--- src/rtl/vend_ctrl.sv ---
// Vending front-end: two buffered coin slots merged round-robin into the core,
// paced against the core's sell/change response, then motor and hopper sequencing.
// Optional sale counter built only when VEND_CTRL_CNT_EN is defined.
module vend_ctrl #(
    parameter int unsigned MOTOR_CYC  = 4,
    parameter int unsigned HOPPER_CYC = 2
) (
    input  logic       clk,
    input  logic       rstn,
    input  logic [1:0] coin_a,
    input  logic [1:0] coin_b,
    output logic [1:0] coin_o,
    input  logic       sell_i,
    input  logic [1:0] change_i,
    output logic       motor,
    output logic       hopper,
    output logic       rej_a,
    output logic       rej_b,
    output logic       busy,
    output logic [7:0] vend_cnt
);

    localparam int unsigned W_COIN = 2;
    localparam int unsigned W_TMR  = 8;
    localparam int unsigned W_PROD = 10;

    localparam logic [W_TMR-1:0] MOTOR_LOAD = W_TMR'(MOTOR_CYC);

    typedef enum logic [2:0] {
        IDLE     = 3'd0,
        ISSUE    = 3'd1,
        CHECK    = 3'd2,
        DISPENSE = 3'd3,
        CHANGE   = 3'd4
    } state_e;

    state_e              state_q, state_d;
    logic [W_COIN-1:0]   buf_a_q, buf_a_d;
    logic [W_COIN-1:0]   buf_b_q, buf_b_d;
    logic                ptr_q, ptr_d;
    logic [W_COIN-1:0]   coin_o_q, coin_o_d;
    logic [W_COIN-1:0]   chg_q, chg_d;
    logic [W_TMR-1:0]    mtmr_q, mtmr_d;
    logic [W_TMR-1:0]    htmr_q, htmr_d;
    logic                motor_q, motor_d;
    logic                hopper_q, hopper_d;
    logic                rej_a_q, rej_a_d;
    logic                rej_b_q, rej_b_d;
    logic                busy_q, busy_d;

    logic                full_a_c, full_b_c;
    logic                legal_a_c, legal_b_c;
    logic                grant_a_c, grant_b_c;
    logic [W_TMR-1:0]    hop_load_c;

    assign full_a_c  = (buf_a_q != 2'b00);
    assign full_b_c  = (buf_b_q != 2'b00);
    assign legal_a_c = (coin_a == 2'b01) || (coin_a == 2'b10);
    assign legal_b_c = (coin_b == 2'b01) || (coin_b == 2'b10);

    // Hopper run length: change units times cycles per unit, truncated to the timer width
    assign hop_load_c = W_TMR'(W_PROD'(chg_q) * W_PROD'(HOPPER_CYC));

    always_ff @(posedge clk or negedge rstn) begin
        if (!rstn) begin
            state_q  <= IDLE;
            buf_a_q  <= '0;
            buf_b_q  <= '0;
            ptr_q    <= 1'b0;
            coin_o_q <= '0;
            chg_q    <= '0;
            mtmr_q   <= '0;
            htmr_q   <= '0;
            motor_q  <= 1'b0;
            hopper_q <= 1'b0;
            rej_a_q  <= 1'b0;
            rej_b_q  <= 1'b0;
            busy_q   <= 1'b0;
        end else begin
            state_q  <= state_d;
            buf_a_q  <= buf_a_d;
            buf_b_q  <= buf_b_d;
            ptr_q    <= ptr_d;
            coin_o_q <= coin_o_d;
            chg_q    <= chg_d;
            mtmr_q   <= mtmr_d;
            htmr_q   <= htmr_d;
            motor_q  <= motor_d;
            hopper_q <= hopper_d;
            rej_a_q  <= rej_a_d;
            rej_b_q  <= rej_b_d;
            busy_q   <= busy_d;
        end
    end

    always_comb begin
        state_d   = state_q;
        buf_a_d   = buf_a_q;
        buf_b_d   = buf_b_q;
        ptr_d     = ptr_q;
        coin_o_d  = '0;
        chg_d     = chg_q;
        mtmr_d    = mtmr_q;
        htmr_d    = htmr_q;
        motor_d   = motor_q;
        hopper_d  = hopper_q;
        grant_a_c = 1'b0;
        grant_b_c = 1'b0;

        unique case (state_q)
            IDLE: begin
                // ptr_q = 0 favours A when both slots hold a coin
                if (full_a_c && (!full_b_c || !ptr_q)) begin
                    grant_a_c = 1'b1;
                    coin_o_d  = buf_a_q;
                    ptr_d     = 1'b1;
                    state_d   = ISSUE;
                end else if (full_b_c) begin
                    grant_b_c = 1'b1;
                    coin_o_d  = buf_b_q;
                    ptr_d     = 1'b0;
                    state_d   = ISSUE;
                end
            end
            ISSUE: begin
                state_d = CHECK;
            end
            CHECK: begin
                if (sell_i) begin
                    chg_d   = change_i;
                    mtmr_d  = MOTOR_LOAD;
                    motor_d = 1'b1;
                    state_d = DISPENSE;
                end else begin
                    state_d = IDLE;
                end
            end
            DISPENSE: begin
                if (mtmr_q <= 8'd1) begin
                    mtmr_d  = '0;
                    motor_d = 1'b0;
                    if (chg_q != 2'b00) begin
                        htmr_d   = hop_load_c;
                        hopper_d = 1'b1;
                        state_d  = CHANGE;
                    end else begin
                        state_d = IDLE;
                    end
                end else begin
                    mtmr_d = mtmr_q - 8'd1;
                end
            end
            CHANGE: begin
                if (htmr_q <= 8'd1) begin
                    htmr_d   = '0;
                    hopper_d = 1'b0;
                    state_d  = IDLE;
                end else begin
                    htmr_d = htmr_q - 8'd1;
                end
            end
            default: begin
                motor_d  = 1'b0;
                hopper_d = 1'b0;
                state_d  = IDLE;
            end
        endcase

        // A slot being granted this edge frees its buffer for a coin arriving on the same edge
        if (legal_a_c && (!full_a_c || grant_a_c)) begin
            buf_a_d = coin_a;
        end else if (grant_a_c) begin
            buf_a_d = '0;
        end
        if (legal_b_c && (!full_b_c || grant_b_c)) begin
            buf_b_d = coin_b;
        end else if (grant_b_c) begin
            buf_b_d = '0;
        end

        rej_a_d = (coin_a == 2'b11) || (legal_a_c && full_a_c && !grant_a_c);
        rej_b_d = (coin_b == 2'b11) || (legal_b_c && full_b_c && !grant_b_c);
        busy_d  = (state_d != IDLE);
    end

    assign coin_o = coin_o_q;
    assign motor  = motor_q;
    assign hopper = hopper_q;
    assign rej_a  = rej_a_q;
    assign rej_b  = rej_b_q;
    assign busy   = busy_q;

`ifdef VEND_CTRL_CNT_EN
    logic [7:0] cnt_q, cnt_d;

    // Completed sales, wrapping at 8 bits
    always_comb begin
        cnt_d = cnt_q;
        if ((state_q == CHECK) && sell_i) begin
            cnt_d = cnt_q + 8'd1;
        end
    end

    always_ff @(posedge clk or negedge rstn) begin
        if (!rstn) begin
            cnt_q <= '0;
        end else begin
            cnt_q <= cnt_d;
        end
    end

    assign vend_cnt = cnt_q;
`else
    assign vend_cnt = 8'd0;
`endif

endmodule

--- config.mk ---
export PLATFORM = sky130hd
export DESIGN_NAME = vend_ctrl
export DESIGN_NICKNAME = d
export VERILOG_FILES = /design/src/rtl/vend_ctrl.sv
export SDC_FILE = /design/constraint.sdc
export NUM_CORES = 1
export LEC_CHECK = 0
export ABC_AREA = 0
export BUFFER_PORTS_ARGS = -buffer_cell sky130_fd_sc_hd__buf_4
export CORE_ASPECT_RATIO = 1.4
export CORE_MARGIN = 2
export CORE_UTILIZATION = 61
export DETAILED_ROUTE_END_ITERATION = 10
export HOLD_SLACK_MARGIN = 0.08
export PLACE_DENSITY = 0.85
export SLEW_MARGIN = 20
export SYNTH_ARGS = -nofsm -noshare
export SYNTH_HDL_FRONTEND = slang
export SYNTH_SLANG_ARGS = --single-unit
--- constraint.sdc ---
create_clock -name clk -period 2.95 [get_ports clk]
set_input_delay 0.295 -clock clk [delete_from_list [all_inputs] [get_ports clk]]
set_output_delay 0.295 -clock clk [all_outputs]
set_load 0.1 [all_outputs]
# After elaboration in Yosys (flattened, before gate mapping)

Cells that the tools add are included.

Output and inout bits: 15
Bits in registers: 33

Muxes and demuxes: 35
Reduce and logical (&&, ||, !) cells: 37
Equal/unequal tests: 14
Order comparisons: 2
Add/sub/neg operators: 2
Bitwise logic cells: 2

Operator list:

| kind                                                                   | number |
|---|---|
| 8-bit two-way mux                                                      | 5 |
| 8-bit case mux with 2 select lines                                     | 2 |
| 8-bit by 1-bit <= comparator with 1-bit output (second input constant) | 2 |
| 2-bit two-way mux                                                      | 8 |
| 2-bit nonzero test                                                     | 8 |
| 8-bit by 1-bit subtractor with 8-bit output (second input constant)    | 2 |
| 3-bit two-way mux                                                      | 5 |
| 3-bit case mux with 5 select lines                                     | 1 |
| 1-bit two-way mux                                                      | 12 |
| 2-bit equality test (second input constant)                            | 4 |
| 2-bit != test (second input constant)                                  | 4 |
| 1-bit logical AND                                                      | 7 |
| 1-bit logical OR                                                       | 7 |
| 3-bit by 2-bit equality test with 1-bit output (second input constant) | 2 |
| 1-bit case mux with 3 select lines                                     | 2 |
| 2-bit AND reduction                                                    | 3 |
| 3-bit AND reduction                                                    | 2 |
| 3-bit OR reduction                                                     | 2 |
| 1-bit logical NOT                                                      | 5 |
| 2-bit by 1-bit equality test with 1-bit output (second input constant) | 2 |
| 4-bit AND reduction                                                    | 1 |
| 3-bit by 1-bit equality test with 1-bit output (second input constant) | 1 |
| 3-bit equality test (second input constant)                            | 1 |
| 3-bit logical NOT                                                      | 1 |
| other kinds (2)                                                        | 3 |

# Longest topological paths before layout

Gate-level depths: netlist of the first run.

Depth after elaboration: 9
Gate-level depth with buffers: 9
Depth with buffers taken out: 7

# Worst setup path before layout of the first run

No wires, ideal clock.

Path type: register to register
Start point: register mtmr_q[0]
End point: register busy_q, in the netlist busy
Clock period less this slack: 1938 ps
Buffers on the path: 1
Cell stages (with the launch flop): 9
Setup slack: 1012 ps
Setup time: 131 ps
Data arrival time: 1806 ps
Cells stage by stage: dfrtp_1 -> inv_1 -> ha_1 -> or2_1 -> and4_1 -> buf_6 -> nor2_4 -> or3_4 -> or3_1

Cells in the longest elaborated chain, start to end: 4

RTL lines:

| what                                           | line | source |
|---|---|---|
| from (decl)                                    | 43   | `logic [W_TMR-1:0] mtmr_q, mtmr_d;` |
| from (signal assigned)                         | 86   | `mtmr_q <= mtmr_d;` |
| 8-bit by 1-bit <= comparator with 1-bit output | 139  | `if (mtmr_q <= 8'd1) begin` |
| 3-bit two-way mux                              | 139  |  |
| 3-bit case mux with 5 select lines             | 110  | `unique case (state_q)` |
| via state_d[0]                                 | 37   | `state_e state_q, state_d;` |
| 3-bit nonzero test                             | 183  | `busy_d = (state_d != IDLE);` |
| via busy_d                                     | 49   | `logic busy_q, busy_d;` |
| to (signal assigned)                           | 92   | `busy_q <= busy_d;` |
| to (decl)                                      | 49   |  |

The timed path passes the listed nets, and every way through them passes these cells.
A chain may end at the register's enable or synchronous reset.

# Worst setup path in the final report of the first run

Start point: register mtmr_q[0]
End point: register htmr_q[7]

Cells in the longest elaborated chain, start to end: 3

RTL lines:

| what                                           | line | source |
|---|---|---|
| 8-bit by 1-bit <= comparator with 1-bit output | 139  |  |
| 2-bit != test (no source line)                 | -    |  |
| 3-bit AND reduction (no source line)           | -    |  |
| to (signal assigned)                           | 87   | `htmr_q <= htmr_d;` |
| to (decl)                                      | 44   | `logic [W_TMR-1:0] htmr_q, htmr_d;` |

Every way passes these cells.

==> flow_metrics.tcl, run 1 <==
set metrics [dict create \
    place_hpwl_microns 2600 \
    met1_usage_pct 24.1 \
    cts_tree "built" \
    clk_pin_slew_ps 60 \
    num_antenna_cells 0 \
    r2r_cells 7 \
    r2r_end "htmr_q[7]$_DFFE_PN0P_" \
    ff2ff_setup_slack_ps 690 \
    hold_start "change_i[0]" \
    cp-end-kind "register" \
    relSlewSlack_pct 59.4 \
    area_growth_pct 11.6 \
    ys_ff_latch 33 \
    setup_tns_ps 0 \
    min_period_ps 2260 \
    grt_remaining_overflow 0 \
    worst_pin_slew_ps 605 \
    synth_area_sq_um 1820 \
    postSynth.asyncResetShare_pct 100 \
    grt_max_degree 34 \
    syn_inst 188 \
    grtUsageTotal_pct 23.2 \
    regArea_sq_um 826 \
    cts-resized-gates 0 \
    worst_clock_skew_ps 9.14 \
    nets 219 \
    wirelength_microns 3610 \
    fillers 214 \
    clkPwrFrac_pct 17.3 \
    whs_path_depth 2 \
    gr-usage-met2_pct 43.4 \
    cap_viol_max_count 0 \
    grt_pass1_wl_microns 5850 \
    power_density_nw_per_um2 1260 \
    holdPathEnd "chg_q[0]$_DFFE_PN0P_" \
    synth_cell_types 47 \
    layout_common_cells "dfrtp_1 (33), nand2_1 (20), o21ai_0 (16)" \
    finalSetupViolCount 0 \
    clockRootBuffer "clkbuf_8" \
    final_area_sq_um 2030 \
    dieArea_sq_um 3430 \
    worstSkewPairLatency_ps 290 \
    slowest_delay_ps 520 \
    pwr-share-comb_pct 48.8 \
    timing.rr.start "mtmr_q[0]$_DFFE_PN0P_" \
    hp-class "in2reg" \
    dpl-instance-area_sq_um 1900 \
    mostFrequentLayoutCell "dfrtp_1" \
    gr-max-usage-layer "met2" \
    start_util_pct 63.7 \
    crit_fanout 15 \
    crit_start "mtmr_q[0]$_DFFE_PN0P_" \
    synth_seq_area_share_pct 45.5 \
    gr-usage-met3_pct 6.47 \
    synth_edf_count 0 \
    synth_flop_cell "dfrtp_1" \
    cts_htree_levels 2 \
    worstSetupStartpointType "register" \
    drtIter0Drc 39 \
    vias 1422 \
    drt-vias-per-instance 5.88 \
    worstPathCellList "inv_1 -> ha_1 -> or2_1 -> and4_1 -> a21oi_2 -> or4_1 -> a21oi_1" \
    port-buffer-count 15 \
    power_switching_uw 1220 \
    post-cts-setup-buffer-count 0 \
    multi_input_area_sq_um 896 \
    cts_hold_buf 1 \
    avgRoutedWirePerCell_microns 14.9 \
    ios 24 \
    cts_max_path_buffers 2 \
    fp.coreArea_sq_um 2850 \
    gp_congestion 0.756 \
    chipHeight_microns 68.6 \
    hold_viol 0 \
    cp_data_arrival_time_ps 2470 \
    status "finished, final reports clean" \
    cts.sinks 33 \
    drive_gt1_share_pct 16.1 \
    max_freq_ghz 0.443 \
    antenna_found_initial 0 \
    swShare_pct 47.7 \
    firstDrtPassIters 4 \
    required_ps 3170 \
    grt_pass1_vias 1343 \
    cts_buffers 5 \
    die_x_microns 50.1 \
    p_int_uw 1340 \
    cellLeakagePower_uw 0.000915 \
    synth_area_per_cell_sq_um 9.66 \
    fin_crit_sh_pct 76.6 \
    slowest_stage "or4_1" \
    drc 0 \
    power_frac_seq_pct 33.9 \
    critical_path_class "reg2reg" \
    slew_violations 0 \
    rows 23 \
    holdWs_ps 237 \
    ys.warnings.count 0 \
    peakVddDrop_v 0.000746 \
    grt_setup_unrepaired "false" \
    postRouteAntennaNets 0 \
]
Yosys cell counts (all sizes together) (3+ instances only):
library cell | count | area (sq um)
a21o | 3 | 22.5
a21oi | 14 | 73.8
buf | 13 | 97.6
dfrtp | 33 | 826
ha | 6 | 75.1
inv | 5 | 18.8
nand2 | 21 | 81.3
nand2b | 4 | 25.0
nand3 | 3 | 15.0
nand3b | 3 | 35.0
nor2 | 17 | 76.3
nor3 | 4 | 20.0
nor3b | 4 | 35.0
o21ai | 17 | 85.1
o31ai | 6 | 58.8
or3 | 8 | 55.1
or4 | 3 | 22.5
stage by stage:
| step | cells | power (uW) | setup WS, ps | utilization (%) |
|---|---|---|---|---|
| after detailed placement | 233 | 2110 | 729 | 66.7 |
| after global placement | 233 | 2040 | 858 | 66.7 |
| after floorplan | 195 | 1880 | 1010 | - |
| final | 242 | 2550 | 691 | 71.1 |
| after CTS | 242 | 2560 | 706 | 71.1 |
| after global routing | 242 | 2730 | 550 | 71.1 |
layer usage:
metal	wire [microns]	up-vias
li1	-	693
met1	1380	698
met2	2030	23
met3	114	8
met4	80	0
met5	0	-
worst max-delay path: cells and delay by family, from the launching register on:
family,cells,cell delay [ps]
buffers and inverters,1,80
flip-flops,1,430
AO/OA/AOI/OAI,2,380
AND/OR/NAND/NOR,3,1080
adder cells (fa/ha/maj),1,220
state kept, by name, summed over array words and instances (netlist names), 2 cells and up:
register / flops
htmr_q: 8
mtmr_q: 8
state_q: 3
buf_a_q: 2
buf_b_q: 2
chg_q: 2
coin_o: 2
cells by family (layout without fill, tap and decap cells):
family	count (synthesis)	count (layout)	synth area share, %
and+or+nand+nor	73	73	22.5
buffers and inverters	19	29	6.62
xor gates and xnor gates	2	2	0.965
DFF	33	33	45.5
AOI/OAI and AO/OA	52	52	18.9
muxes	2	2	1.24
adders and majority gates	6	6	4.13
other	1	8	0.207
cell type report:
| class | count | share of cell area (%) |
|---|---|---|
| inverter | 5 | 0.926 |
| timing repair buffer | 16 | 6.05 |
| clock buffer | 7 | 4.26 |
| multi-input combinational | 143 | 44.2 |
| sequential | 33 | 40.8 |
| clock inverter | 1 | 1.48 |
| tap | 37 | 2.29 |
worst max-delay path by stage:
stage                            endpoint  slack, ps
CTS                 htmr_q[7]$_DFFE_PN0P_        710
global placement           busy$_DFF_PN0_        860
floorplan                  busy$_DFF_PN0_       1010
detailed placement  htmr_q[7]$_DFFE_PN0P_        730
global route        htmr_q[7]$_DFFE_PN0P_        550
finish              htmr_q[7]$_DFFE_PN0P_        690
power groups by stage:
stage	sequential, uW	clock (uW)	combinational (uW)
global placement	854	0	1190
detailed placement	865	0	1250
floorplan	1050	0	830
CTS	861	448	1250
global route	894	458	1380
finish	866	442	1250
No activity file was read; power rests on OpenSTA's default activity.
==> run 2, diff against run 1 <==
CORE_UTILIZATION = 51   (was 61)
PLACE_DENSITY = 0.76   (was 0.85)
clock period = 1.9 ns   (was 2.95 ns; I/O delays follow)
==> run 2 against run 1 <==
  * Global-route usage decreased by 3.0 points
  * Final area up 9.0%
  * Power is 69% higher
  * Worst hold slack got worse by 110 ps
  * Fmax increased by 22%
==> flow_metrics.tcl, run 2 (same netlist as run 1, synthesis figures left out) <==
set metrics [dict create \
    cellLeakagePower_uw 0.00101 \
    cts_buffers 5 \
    worst_pin_slew_ps 634 \
    relSlewSlack_pct 57.5 \
    slew_violations 0 \
    avgRoutedWirePerCell_microns 15.0 \
    cp.buffers_inverters 1 \
    worstPathCellList "inv_1 -> ha_2 -> or2_1 -> and4_4 -> a21oi_4 -> or4_4 -> a21oi_2" \
    crit_start "mtmr_q[0]$_DFFE_PN0P_" \
    cp-end-kind "register" \
    worstSkewPairLatency_ps 290 \
    min_period_ps 1850 \
    die_x_microns 54.4 \
    final_area_sq_um 2210 \
    finalSetupViolCount 0 \
    grt_max_degree 34 \
    worst_clock_skew_ps 9.70 \
    clockRootBuffer "clkbuf_8" \
    mostFrequentLayoutCell "dfrtp_1" \
    cp_data_arrival_time_ps 2060 \
    holdWs_ps 129 \
    postRouteAntennaNets 0 \
    rows 25 \
    drc 0 \
    hp-class "in2reg" \
    gp_congestion 0.794 \
    grtUsageTotal_pct 20.3 \
    cap_viol_max_count 0 \
    dpl-instance-area_sq_um 2000 \
    area_growth_pct 21.6 \
    worst-path-stages 7 \
    worstSetupStartpointType "register" \
    peakVddDrop_v 0.00149 \
    layout_common_cells "dfrtp_1 (32), buf_4 (31), nand2_1 (20)" \
    required_ps 2110 \
    max_freq_ghz 0.541 \
    timing.rr.start "mtmr_q[0]$_DFFE_PN0P_" \
    r2r_cells 7 \
    hold_start "change_i[1]" \
    clk_pin_slew_ps 70 \
    drive_gt1_share_pct 27.0 \
    nets 236 \
    status "finished, final reports clean" \
    vias 1480 \
    ff2ff_setup_slack_ps 50 \
    drtIter0Drc 33 \
    crit_fanout 7 \
    start_util_pct 53.7 \
    hold_viol 0 \
    num_antenna_cells 0 \
    port-buffer-count 15 \
    grt_remaining_overflow 0 \
    cts_tree "built" \
    slowest_stage "or4_4" \
    cts_htree_levels 2 \
    cts_max_path_buffers 2 \
    crit_family "simple AND/OR/NAND/NOR gates" \
    fp.coreArea_sq_um 3380 \
    whs_path_depth 2 \
    r2r_end "htmr_q[5]$_DFFE_PN0P_" \
    setup_ws_ps 51.7 \
    drt-vias-per-instance 5.65 \
    chipHeight_microns 74.6 \
    fin_crit_sh_pct 97.3 \
    antenna_found_initial 0 \
    firstDrtPassIters 4 \
    power_density_nw_per_um2 1960 \
    cts.sinks 33 \
    grt_pass1_wl_microns 5930 \
    holdPathEnd "chg_q[1]$_DFFE_PN0P_" \
    total_power_uw 4330 \
    grt_pass1_vias 1399 \
    slowest_delay_ps 500 \
    ios 24 \
    critical_path_class "reg2reg" \
    dieArea_sq_um 4060 \
    post-place-ws_ps -88.6 \
    place_hpwl_microns 2830 \
    wirelength_microns 3940 \
    reg_top3 "htmr_q: 8 flops, mtmr_q: 8 flops, state_q: 3 flops" \
]
## run 2: worst register-to-register path: stages, from the launching register on
cell,delay [ps]
dfrtp_1,410
inv_1,70
ha_2,170
or2_1,110
and4_4,270
a21oi_4,100
or4_4,510
a21oi_2,150
## run 2: how the worst max path moves through the flow
stage / end / slack (ps)
after global routing: htmr_q[5]$_DFFE_PN0P_ / -20
after detailed placement: htmr_q[3]$_DFFE_PN0P_ / -90
final: htmr_q[5]$_DFFE_PN0P_ / 50
after floorplan: busy$_DFF_PN0_ / 2
after global placement: busy$_DFF_PN0_ / -4
after CTS: busy$_DFF_PN0_ / 8
## run 2: layer usage
metal  up-vias  track usage, %  wire length, microns  share of wire (%)
met1       722            21.2                  1570                 40
met2        25            37.3                  2200                 56
met5         -               0                     0                  0
li1        728               -                     -                  -
met3         5            5.42                   107                2.7
met4         0            7.50                    61                1.5
## run 2: what timing repair did
item	4_1_cts	5_1_grt
endpoints found under the setup margin	5	6
resized for setup	3	8
hold buffers	1	0
pin swaps	0	7
hold endpoints to repair	33	0
cloned	0	0
buffers inserted	0	5
## run 2: where the power goes
part           switching, uW  internal [uW]  total, uW
Clock                    254            427        681
Sequential               319           1010       1330
Combinational           1430            889       2320
Total                   2000           2330       4330
## run 2: metrics by stage
step           TNS, ps  std cells  utilization, %
3_3_place_gp     -4.09        248            59.1
6_report             0        262            65.4
4_1_cts              0        257            63.1
3_5_place_dp      -288        248            59.1
2_1_floorplan        0        195               -
5_1_grt          -25.8        262            65.4
## run 2: final cells by class
cell class / instances / area, sq um
repair buffers: 33 / 263
multi-input cells: 143 / 933
well taps: 40 / 50.0
inverters: 5 / 18.8
clock inverters: 1 / 30.0
flip-flops and latches: 33 / 827
fillers: 267 / 1170
clock buffers: 7 / 86.3
==> run 3, diff against run 2 <==
ABC_AREA = 1   (was 0)
CORE_UTILIZATION = 52   (was 51)
==> run 3 against run 2 <==
  * Final area shrank 2.5%
  * Largest power group is now sequential cells
  * Sequential power shrank 47%
  * Non-clock buffer count shrank 17
  * Fmax grew 14%
  * Critical path type unchanged
  * Worst hold slack lost 21 ps
  * Worst setup slack gained 220 ps
==> flow_metrics.tcl, run 3 <==
set metrics [dict create \
    synthMostInstantiatedCell "nand2_1" \
    synthTopCellsByArea "dfrtp_1 (42%), nand2_1 (15%), inv_1 (6.6%)" \
    area_growth_pct 10.5 \
    max_freq_ghz 0.615 \
    drive_gt1_share_pct 16.4 \
    grt_remaining_overflow 0 \
    total_power_uw 1380 \
    slowest_stage "dfrtp_1" \
    cts_max_path_buffers 2 \
    grt_max_degree 34 \
    synth_area_sq_um 1950 \
    required_ps 2080 \
    cts_tree "built" \
    cts-resized-gates 0 \
    drtIter0Drc 45 \
    ios 24 \
    synth_edf_count 0 \
    setup_tns_ps 0 \
    vias 1589 \
    peakVddDrop_v 0.000513 \
    clockRootBuffer "clkbuf_8" \
    cp_data_arrival_time_ps 1810 \
    port-buffer-count 15 \
    reg_top3 "htmr_q: 8 flops, mtmr_q: 8 flops, state_q: 3 flops" \
    post-cts-setup-buffer-count 0 \
    die_x_microns 55.7 \
    slowest_delay_ps 370 \
    hold_viol 0 \
    worstSkewPairLatency_ps 290 \
    synthTopCellsByCount "nand2_1 (77), inv_1 (34), dfrtp_1 (33)" \
    power_density_nw_per_um2 643 \
    fin_crit_sh_pct 85.5 \
    chipHeight_microns 76.4 \
    cap_viol_max_count 0 \
    fillers 329 \
    crit_family "simple AND/OR/NAND/NOR gates" \
    num_antenna_cells 0 \
    firstDrtPassIters 4 \
    cts.sinks 33 \
    cts_buffers 5 \
    synth_top_cell_by_area "dfrtp_1" \
    worstPathCellList "inv_1 -> ha_1 -> nor2_1 -> nor2_4 -> nand2_2 -> nand2_2 -> o21ai_2 -> nand2_1 -> nand2_1" \
    worst_clock_skew_ps 8.88 \
    synth_flop_cell "dfrtp_1" \
    grt_pass1_wl_microns 6400 \
    gp_congestion 0.845 \
    syn_inst 260 \
    cts_htree_levels 2 \
    clk_pin_slew_ps 70 \
    holdWs_ps 108 \
    min_period_ps 1630 \
    cp-end-kind "register" \
    dieArea_sq_um 4260 \
    wirelength_microns 3590 \
    slew_violations 0 \
    synth_seq_area_share_pct 42.4 \
    cts_hold_buf 1 \
    nets 295 \
    grtUsageTotal_pct 19.1 \
    grt_pass1_vias 1535 \
    status "finished, final reports clean" \
    hp-class "in2reg" \
    worstSetupStartpointType "register" \
    dpl.cell_count 314 \
    avgRoutedWirePerCell_microns 11.2 \
    finalSetupViolCount 0 \
    rows 26 \
    synth_area_per_cell_sq_um 7.49 \
    ys.warnings.count 0 \
    layout_common_cells "nand2_1 (77), inv_1 (34), dfrtp_1 (33)" \
    antenna_found_initial 0 \
    drt-vias-per-instance 4.93 \
    cp.buffers_inverters 1 \
    ys_ff_latch 33 \
    postRouteAntennaNets 0 \
    crit_fanout 11 \
    place_hpwl_microns 2690 \
    grt_setup_unrepaired "false" \
    postSynth.asyncResetShare_pct 100 \
    critical_path_class "reg2reg" \
    cellLeakagePower_uw 0.00115 \
    drc 0 \
    synth_cell_types 23 \
    fp.coreArea_sq_um 3610 \
    mostFrequentLayoutCell "nand2_1" \
    instances_no_fill 322 \
    synth_top_cell_area_share_pct 42.4 \
    start_util_pct 53.9 \
]
[run 3: changes by cell type in the layout (fill, tap and decap cells not counted), moves of 5 or more]
cell and delta:
inv_1 +30, or3_1 -6, buf_4 -16, nand4_1 +8, nand2_1 +57, nand3_1 +17, o21ai_0 -6, nand2_2 +8
o31ai_1 -5, nor2_1 +5
[run 3: layout make-up]
| type | instances | area, sq um | area share (%) |
|---|---|---|---|
| Sequential cell | 33 | 826 | 38.4 |
| Tap cell | 42 | 52.6 | 2.44 |
| Inverter | 40 | 153 | 7.09 |
| Clock buffer | 7 | 86.3 | 4.01 |
| Timing Repair Buffer | 16 | 123 | 5.70 |
| Multi-Input combinational cell | 184 | 912 | 42.4 |
[run 3: stage by stage]
step | area (sq um) | setup WS, ps | utilization, %
4_1_cts | 2150 | 256 | 59.6
3_5_place_dp | 2060 | 261 | 56.9
6_report | 2150 | 275 | 59.6
5_1_grt | 2150 | 98.3 | 59.6
3_3_place_gp | 2060 | 335 | 56.9
2_1_floorplan | 1970 | 470 | -
[run 3: kinds of logic (layout without fill, tap and decap cells)]
group,Yosys count,after routing,share of synthesized area [%]
AO/OA/AOI/OAI,23,23,6.49
XOR/XNOR,3,3,1.35
adder cells (fa/ha/maj),6,6,3.86
buffers and inverters,50,63,12.1
flip-flops,33,33,42.4
other,1,8,0.193
AND/OR/NAND/NOR,144,144,33.6
[run 3: worst register-to-register path, cell delays in order (launching register included)]
cell and delay, ps:
dfrtp_1 370, inv_1 130, ha_1 240, nor2_1 90
nor2_4 100, nand2_2 60, nand2_2 200, o21ai_2 180
nand2_1 100, nand2_1 60
[run 3: final timing paths]
kind	slack, ps	from	cells after the start	end
setup reg to reg	270	mtmr_q[1]$_DFFE_PN0P_	9	htmr_q[1]$_DFFE_PN0P_
hold / removal	110	change_i[0]	3	chg_q[0]$_DFFE_PN0P_
min in group asynchronous	380	rstn	2	mtmr_q[3]$_DFFE_PN0P_
setup / recovery	270	mtmr_q[1]$_DFFE_PN0P_	9	htmr_q[1]$_DFFE_PN0P_
max in group asynchronous	1210	rstn	2	mtmr_q[4]$_DFFE_PN0P_
hold reg to reg	490	motor$_DFFE_PN0P_	2	motor$_DFFE_PN0P_
[run 3: power by group]
group | switching, uW | leakage [uW] | internal, uW | total [uW]
combinational | 126 | 0.000707 | 23.1 | 149
clock | 241 | 0.0000443 | 287 | 528
sequential | 0.975 | 0.000399 | 707 | 708
total | 368 | 0.00115 | 1020 | 1380
[run 3: metal layers]
layer	part of all wire (%)	GRT usage, %	routed length [microns]
met1	40	21.2	1440
met2	54	34.5	1940
met3	3.9	3.57	141
met4	1.9	8.78	69
met5	0	0	0
